### src/rtl/uart_pkg.sv
// Shared UART definitions: frame defaults and the FSM state encoding
// common to the receiver and the transmitter.
package uart_pkg;

    localparam int DEFAULT_DATA_BITS  = 8;
    localparam int DEFAULT_OVERSAMPLE = 16;

    typedef enum logic [1:0] {
        IDLE  = 2'd0,
        START = 2'd1,
        DATA  = 2'd2,
        STOP  = 2'd3
    } uart_state_t;

endpackage

### src/rtl/uart_rx_sync.sv
// Two-flop synchroniser for the asynchronous serial line. Both flops reset
// to 1 so that a reset never looks like the leading edge of a start bit.
module uart_rx_sync (
    input  logic clk,
    input  logic rst,
    input  logic rx,
    output logic rx_s
);

    logic rx_meta;

    // Shift the raw line through two flops every clock, idle-high on reset
    always_ff @(posedge clk) begin
        if (rst) begin
            rx_meta <= 1'b1;
            rx_s    <= 1'b1;
        end else begin
            rx_meta <= rx;
            rx_s    <= rx_meta;
        end
    end

endmodule

### src/rtl/uart_receiver.sv
// 8N1 UART receiver. The line is oversampled on an external clock-enable
// tick; the start bit is qualified at mid-bit and every following bit is
// sampled one full bit period later, i.e. also at mid-bit.
module uart_receiver
    import uart_pkg::*;
#(
    parameter int DATA_BITS  = DEFAULT_DATA_BITS,
    parameter int OVERSAMPLE = DEFAULT_OVERSAMPLE
) (
    input  logic                 i_CLK,
    input  logic                 i_RST,
    input  logic                 i_CLK_ENABLE,
    input  logic                 i_RX,
    output logic [DATA_BITS-1:0] o_DATA_OUT,
    output logic                 o_DATA_VALID,
    output logic                 o_FRAME_ERROR,
    output logic                 o_BUSY
);

    localparam int TICK_W = $clog2(OVERSAMPLE);
    localparam int BIT_W  = $clog2(DATA_BITS + 1);

    localparam logic [TICK_W-1:0] HALF_LAST = TICK_W'(OVERSAMPLE / 2 - 1);
    localparam logic [TICK_W-1:0] FULL_LAST = TICK_W'(OVERSAMPLE - 1);
    localparam logic [BIT_W-1:0]  BIT_LAST  = BIT_W'(DATA_BITS - 1);

    uart_state_t          state;
    uart_state_t          state_next;
    logic [TICK_W-1:0]    tick_cnt;
    logic [TICK_W-1:0]    tick_next;
    logic [BIT_W-1:0]     bit_cnt;
    logic [BIT_W-1:0]     bit_next;
    logic [DATA_BITS-1:0] shift_reg;
    logic [DATA_BITS-1:0] shift_next;
    logic [DATA_BITS-1:0] data_next;
    logic                 valid_next;
    logic                 error_next;
    logic                 rx_s;
    logic                 rx_d;

    uart_rx_sync u_sync (
        .clk  (i_CLK),
        .rst  (i_RST),
        .rx   (i_RX),
        .rx_s (rx_s)
    );

    // Remember the line value seen on the previous tick. It advances only on
    // ticks so a falling edge stays visible to the FSM until the next tick,
    // even when the tick runs slower than the system clock.
    always_ff @(posedge i_CLK) begin
        if (i_RST) begin
            rx_d <= 1'b1;
        end else if (i_CLK_ENABLE) begin
            rx_d <= rx_s;
        end
    end

    // Next-state, counter, shift and output-pulse logic; nothing moves off-tick
    always_comb begin
        state_next = state;
        tick_next  = tick_cnt;
        bit_next   = bit_cnt;
        shift_next = shift_reg;
        data_next  = o_DATA_OUT;
        valid_next = 1'b0;
        error_next = 1'b0;

        if (i_CLK_ENABLE) begin
            case (state)
                IDLE: begin
                    if (rx_d && !rx_s) begin
                        state_next = START;
                        tick_next  = '0;
                    end
                end
                START: begin
                    if (tick_cnt == HALF_LAST) begin
                        if (rx_s) begin
                            state_next = IDLE;
                        end else begin
                            state_next = DATA;
                            tick_next  = '0;
                            bit_next   = '0;
                        end
                    end else begin
                        tick_next = tick_cnt + TICK_W'(1);
                    end
                end
                DATA: begin
                    if (tick_cnt == FULL_LAST) begin
                        shift_next = {rx_s, shift_reg[DATA_BITS-1:1]};
                        bit_next   = bit_cnt + BIT_W'(1);
                        tick_next  = '0;
                        if (bit_cnt == BIT_LAST) begin
                            state_next = STOP;
                        end
                    end else begin
                        tick_next = tick_cnt + TICK_W'(1);
                    end
                end
                STOP: begin
                    if (tick_cnt == FULL_LAST) begin
                        if (rx_s) begin
                            data_next  = shift_reg;
                            valid_next = 1'b1;
                        end else begin
                            error_next = 1'b1;
                        end
                        state_next = IDLE;
                        tick_next  = '0;
                    end else begin
                        tick_next = tick_cnt + TICK_W'(1);
                    end
                end
                default: begin
                    state_next = IDLE;
                end
            endcase
        end
    end

    // Register FSM, counters, shift register and the output pulses
    always_ff @(posedge i_CLK) begin
        if (i_RST) begin
            state         <= IDLE;
            tick_cnt      <= '0;
            bit_cnt       <= '0;
            shift_reg     <= '0;
            o_DATA_OUT    <= '0;
            o_DATA_VALID  <= 1'b0;
            o_FRAME_ERROR <= 1'b0;
        end else begin
            state         <= state_next;
            tick_cnt      <= tick_next;
            bit_cnt       <= bit_next;
            shift_reg     <= shift_next;
            o_DATA_OUT    <= data_next;
            o_DATA_VALID  <= valid_next;
            o_FRAME_ERROR <= error_next;
        end
    end

    assign o_BUSY = (state != IDLE);

endmodule

### config.mk
export PLATFORM = sky130hd
export DESIGN_NAME = uart_receiver
export DESIGN_NICKNAME = d
export VERILOG_FILES = /design/src/rtl/uart_pkg.sv /design/src/rtl/uart_rx_sync.sv /design/src/rtl/uart_receiver.sv
export SDC_FILE = /design/constraint.sdc
export NUM_CORES = 1
export LEC_CHECK = 0
export BUFFER_PORTS_ARGS = -buffer_cell sky130_fd_sc_hd__buf_2
export CAP_MARGIN = 5
export CORE_MARGIN = 5
export CORE_UTILIZATION = 55
export DETAILED_ROUTE_END_ITERATION = 8
export PLACE_DENSITY = 0.76
export SYNTH_ARGS = -nofsm -noshare
export SYNTH_HDL_FRONTEND = slang
export SYNTH_SLANG_ARGS = --single-unit
### constraint.sdc
create_clock -name i_CLK -period 1.8 [get_ports i_CLK]
set_clock_uncertainty 0.15 [all_clocks]
set_input_delay 0.36 -clock i_CLK [delete_from_list [all_inputs] [get_ports i_CLK]]
set_output_delay 0.36 -clock i_CLK [all_outputs]
set_load 0.01 [all_outputs]
==> results of run 1 <==
==> kinds of logic (layout without fill, tap and decap cells) <==
logic type / count (synthesis) / in the layout / share of synthesized area, %
fa+ha+maj: 2 / 2 / 1.86
mux: 16 / 16 / 11.9
buf+inv: 12 / 36 / 3.91
compound gates: 23 / 23 / 12.2
flops: 31 / 31 / 46.2
simple gates: 57 / 57 / 23.9
==> power groups by stage <==
stage	sequential (uW)	combinational (uW)	clock [uW]
after global routing	691	56.3	513
after floorplan	707	30.1	0
after CTS	691	48.4	478
after detailed placement	707	47.6	0
after global placement	706	46.6	0
final	691	50.4	464
==> layout by cell type, fill, tap and decap left out, types with 2 or more instances in the layout <==
| cell type | n |
|---|---|
| dfxtp_1 | 30 |
| nor2_1 | 19 |
| mux2i_1 | 16 |
| buf_2 | 14 |
| nand2_1 | 10 |
| nand2b_1 | 7 |
| inv_1 | 6 |
| clkbuf_4 | 6 |
| buf_4 | 6 |
| o21ai_0 | 5 |
| a21oi_1 | 4 |
| nor4_1 | 3 |
| nand3b_1 | 2 |
| nor3_4 | 2 |
| o22ai_1 | 2 |
| a21o_1 | 2 |
| and3_1 | 2 |
| or2_2 | 2 |
| clkbuf_8 | 2 |
==> Yosys cell counts (2+ instances only) <==
master,n
nor4_1,3
inv_1,6
o22ai_1,2
nor2_1,20
o21ai_0,5
a21oi_1,4
nand3b_1,2
ha_1,2
nand2_1,10
a21o_1,2
nand2b_1,7
dfxtp_1,31
and3_1,2
or2_2,2
mux2i_1,16
clkbuf_1,2
buf_2,3
==> path summary, 6_finish.rpt <==
| check | from | to | slack (ns) | depth (start not counted) |
|---|---|---|---|---|
| worst max-delay path | tick_cnt[3] | bit_cnt[2] | 0.07 | 4 |
| worst min-delay path | i_RX | u_sync.rx_meta | 0.06 | 2 |
| worst max register to register | tick_cnt[3] | bit_cnt[2] | 0.07 | 4 |
| worst min register to register | u_sync.rx_meta | u_sync.rx_s | 0.26 | 1 |
==> critical path, cell delays in order (launching register included) <==
cell and delay, ns:
dfxtp_1 0.39, or4b_1 0.54, a21oi_2 0.24, o22ai_1 0.11, a22o_1 0.19
==> metal layers <==
metal / track usage [%] / vias up
met2: 30.4 / 23
met1: 19.8 / 527
met4: 11.3 / 0
met3: 6.75 / 2
li1: - / 545
met5: 0 / -
==> metrics by stage <==
stage	power, uW	area (sq um)	instances	utilization [%]
CTS	1220	1570	194	65.0
finish	1210	1600	195	66.4
detailed placement	754	1490	186	61.7
global placement	753	1490	186	61.7
floorplan	737	1340	141	-
global route	1260	1600	195	66.4
==> final cells by class <==
cell class,count,area [sq um]
Clock buffer,8,68.8
Fill cell,206,810
Inverter,6,22.5
Multi-Input combinational cell,98,707
Sequential cell,31,622
Tap cell,30,37.5
Timing Repair Buffer,22,143
==> timing repair <==
| action | in CTS | in global routing |
|---|---|---|
| hold endpoints to repair | 0 | 0 |
| buffers inserted | 0 | 0 |
| setup endpoints to repair | 5 | 15 |
| resized for setup | 3 | 8 |
| gates cloned | 0 | 1 |
| pin swaps | 0 | 1 |
==> results.yml, run 1 <==
clocking:
  numClockSinks: 31
  cts_htree_levels: 2
  clock_tree.root_cell: "clkbuf_4"
  cts_buffers: 5
  clock_path_buffers: 2
  path_clk_slew_ns: 0.10
  ctsHoldBuffers: 0
  clock_latency_ns: 0.34
  cts_tree: "built"
drt:
  ant_nets: 0
  avgRoutedWirePerCell_um: 14.2
  via_per_inst: 5.63
  vias: 1097
  firstDrtPassIters: 4
  met3_length_um: 131
  highest_layer: "met4"
  wl_met2_um: 1390
  drt-total-wl_um: 2760
  drcViolationCount: 0
  met1_length_um: 1220
  first_iter_violations: 10
run:
  max_cap_viol_count: 0
global_route:
  grt-ovfl-total: 0
  grt_pass1_wl_um: 4840
  first_global_vias: 1158
  grt_use_total_pct: 18.4
  grt_max_degree: 18
  antenna_found_initial: 0
worst_setup_path:
  worstPathArrival_ns: 1.81
  cp_max_fo: 8
  path_class: "flop to flop"
  critPathCaptureType: "flop"
  cp.required_ns: 1.88
  cp-start-kind: "flop"
logic_synthesis:
  yosys.area.top_type: "dfxtp_1"
  synth_top_area_share_pct: 46.2
  ys_warn_count: 0
  ys_seq_area_share_pct: 46.2
  synth-async-reset-ratio_pct: 0
  synth_seq_cells: 31
  syn_area_sq_um: 1340
  netlist_instances: 141
  ys_top_cells_by_area: "dfxtp_1, mux2i_1, nor2_1, nand2b_1, nand2_1"
  yosysUniqueCellTypes: 39
  synth-main-ff-cell: "dfxtp_1"
  synth_area_per_cell_sq_um: 9.53
  synth_nets: 147
  synth-edff-count: 0
timing:
  drv_slew: 0
  fin_crit_sh_pct: 95.9
  hold_viol_final: 0
  fin_crit_ns: 1.73
  hold_ws_ns: 0.0593
  rsz0062_at_grt: "false"
  max_freq_mhz: 580
  tightestPinTransition_ns: 0.305
  setup_violations: 0
  max-slew-margin-rel_pct: 79.6
  tns_ns: 0
  worst_slack_ns: 0.0744
cells_and_area:
  areaGrowthSynthToFinish_pct: 19.1
  nets: 170
  drive_gt1_share_pct: 26.1
  num_antenna_cells: 0
run_status:
  status: "complete, no violations"
placed_design:
  place_ws_ns: -0.0361
  port_buffers: 14
  hpwlAfterDp_um: 1870
  gp_congestion: 0.815
power:
  p_int_uw: 937
  ir_drop_mv: 0.698
  clkPwrFrac_pct: 38.5
  powerDensity_nw_per_um2: 753
  p_leak_uw: 0.000625
  swShare_pct: 22.3
  p_seq_share_pct: 57.3
  combPwrFrac_pct: 4.2
  switchingPower_uw: 268
floorplan:
  start_util_pct: 55.8
  dieArea_sq_um: 3530
  die_w_um: 59.4
  core_sq_um: 2410
  io_pins: 15
  chipHeight_um: 59.4
  rows: 18
hold_path:
  hold_class: "input port to flop"
(Power assumes the default switching activity.)
==> run 2, diff against run 1 <==
Settings changed: CORE_UTILIZATION 55 to 45, PLACE_DENSITY 0.76 to default.
==> run 2 against run 1 <==
Against the previous run: final cell count increased by 2.1%; sequential power hardly changed; core utilization shrank 7.9 points; combinational power rose by 3%; via count decreased by 0.27%; sequential share of layout area decreased by 0.90 points; cell area increased by 2.6%; critical path type is now flop to output port; largest cell class unchanged.
==> results.yml, run 2 (synthesis results as in run 1) <==
run_status:
  status: "complete, no violations"
global_route:
  grt_max_degree: 24
  first_global_vias: 990
  grt-ovfl-total: 0
  grt_use_total_pct: 14.6
  grt_pass1_wl_um: 4660
  antenna_found_initial: 0
placed_design:
  port_buffers: 14
  place_ws_ns: -0.00269
  place_inst: 190
  place_area_sq_um: 1510
  gp_congestion: 0.804
  hpwlAfterDp_um: 1950
floorplan:
  start_util_pct: 47.9
  core_sq_um: 2810
  io_pins: 15
  dieArea_sq_um: 4180
  die_w_um: 64.6
  chipHeight_um: 64.6
  rows: 19
cells_and_area:
  num_antenna_cells: 0
  finalNonFillerCells: 199
  nets: 173
  areaGrowthSynthToFinish_pct: 22.2
  final_common_cell: "dfxtp_1"
  drive_gt1_share_pct: 28.0
  final_area_sq_um: 1640
  layout_common_cells: "dfxtp_1, nor2_1, mux2i_1"
clocking:
  cts_htree_levels: 2
  clock_tree.root_cell: "clkbuf_4"
  path_clk_slew_ns: 0.09
  cts_tree: "built"
  clock_path_buffers: 2
  numClockSinks: 31
  clock_latency_ns: 0.32
  cts_buffers: 5
timing:
  fin_crit_sh_pct: 95.0
  worst_slack_ns: 0.0896
  max_freq_mhz: 585
  fin_crit_ns: 1.71
  max-slew-margin-rel_pct: 81.0
  tightestPinTransition_ns: 0.285
  hold_viol_final: 0
  setup_violations: 0
  drv_slew: 0
  hold_ws_ns: 0.0662
drt:
  avgRoutedWirePerCell_um: 14.0
  vias: 1094
  firstDrtPassIters: 4
  via_per_inst: 5.50
  drt-total-wl_um: 2790
  drcViolationCount: 0
  first_iter_violations: 93
  ant_nets: 0
power:
  powerDensity_nw_per_um2: 794
  p_total_uw: 1300
  swShare_pct: 20.5
  p_int_uw: 1040
  ir_drop_mv: 0.514
  switchingPower_uw: 268
  combPwrFrac_pct: 4.0
  p_leak_uw: 0.000650
  p_seq_share_pct: 53.0
  clkPwrFrac_pct: 43.0
worst_setup_path:
  cp_max_fo: 7
  cp_slowest_stage_delay_ns: 0.35
  r2r_setup_slack_ns: 0.09
  reg2regPathDepth: 4
  cp-start-kind: "flop"
  cpMaxStageDelayCell: "dfxtp_1"
  path_buf_inv: 3
  timing.rr.start: "tick_cnt[3]"
  critPathCaptureType: "output port"
  crit_chain: "buf_4, nor2_4, inv_1, buf_2"
  cp.required_ns: 1.29
  crit_family: "buffers and inverters"
  worstPathArrival_ns: 1.20
  path_class: "flop to output port"
  r2r_end: "bit_cnt[2]"
hold_path:
  hold_depth: 2
  holdCritStartpoint: "i_RX"
  hold_class: "input port to flop"
  hold_end: "u_sync.rx_meta"
run:
  max_cap_viol_count: 0
==> run 2: cell count changes in the layout (fill, tap and decap cells not counted), sizes merged <==
| cell | previous run | this run |
|---|---|---|
| bufinv | 0 | 1 |
| clkinv | 0 | 1 |
| clkbuf | 9 | 6 |
| buf | 21 | 24 |
| clkdlybuf4s15 | 0 | 1 |
==> run 2: worst register-to-register path: cells and delay by family, from the launching register on <==
kind               cells  cell delay (ns)
AOI/OAI and AO/OA      3             0.54
and+or+nand+nor        1             0.55
DFF                    1             0.37
==> run 2: stage by stage <==
step	setup TNS, ns	util [%]
after floorplan	0	-
after global placement	0	53.8
after detailed placement	-0.00269	53.8
after CTS	0	57.1
after global routing	-0.000125	58.5
final	0	58.5
==> run 2: routing by layer <==
metal | part of all wire [%] | track usage [%] | vias to the layer above
li1 | - | - | 549
met1 | 44 | 17.3 | 503
met2 | 48 | 23.5 | 38
met3 | 6.9 | 5.87 | 4
met4 | 1.5 | 6.33 | 0
met5 | 0 | 0 | -
==> run 2: area by class of cell <==
cell class              instances  area [sq um]
fillers                       264          1160
clock inverters                 2          35.0
repair buffers                 25           169
clock buffers                   6          51.3
flip-flops and latches         31           623
multi-input cells              98           702
inverters                       6          22.5
well taps                      31          38.8
==> run 2: repair_timing <==
action / 4_1_cts / 5_1_grt
buffers inserted: 0 / 0
gates cloned: 0 / 1
hold buffers: 0 / 0
endpoints found under the setup margin: 10 / 11
gates resized for setup: 2 / 6
==> run 2: how the worst max path moves through the flow <==
stage,from,end,cells after the start
detailed placement,tick_cnt[0],shift_reg[4],6
floorplan,tick_cnt[0],o_DATA_OUT[0],5
finish,flop,o_BUSY,4
global route,tick_cnt[0],shift_reg[2],6
global placement,tick_cnt[0],shift_reg[7],6
CTS,flop,o_BUSY,4
==> run 2: power by group through the flow <==
| stage | logic, uW | clock network, uW | registers (uW) |
|---|---|---|---|
| 3_5_place_dp | 50.7 | 0 | 706 |
| 2_1_floorplan | 30.1 | 0 | 707 |
| 4_1_cts | 51.0 | 582 | 691 |
| 6_report | 52.0 | 561 | 691 |
| 3_3_place_gp | 49.9 | 0 | 706 |
| 5_1_grt | 58.1 | 623 | 691 |
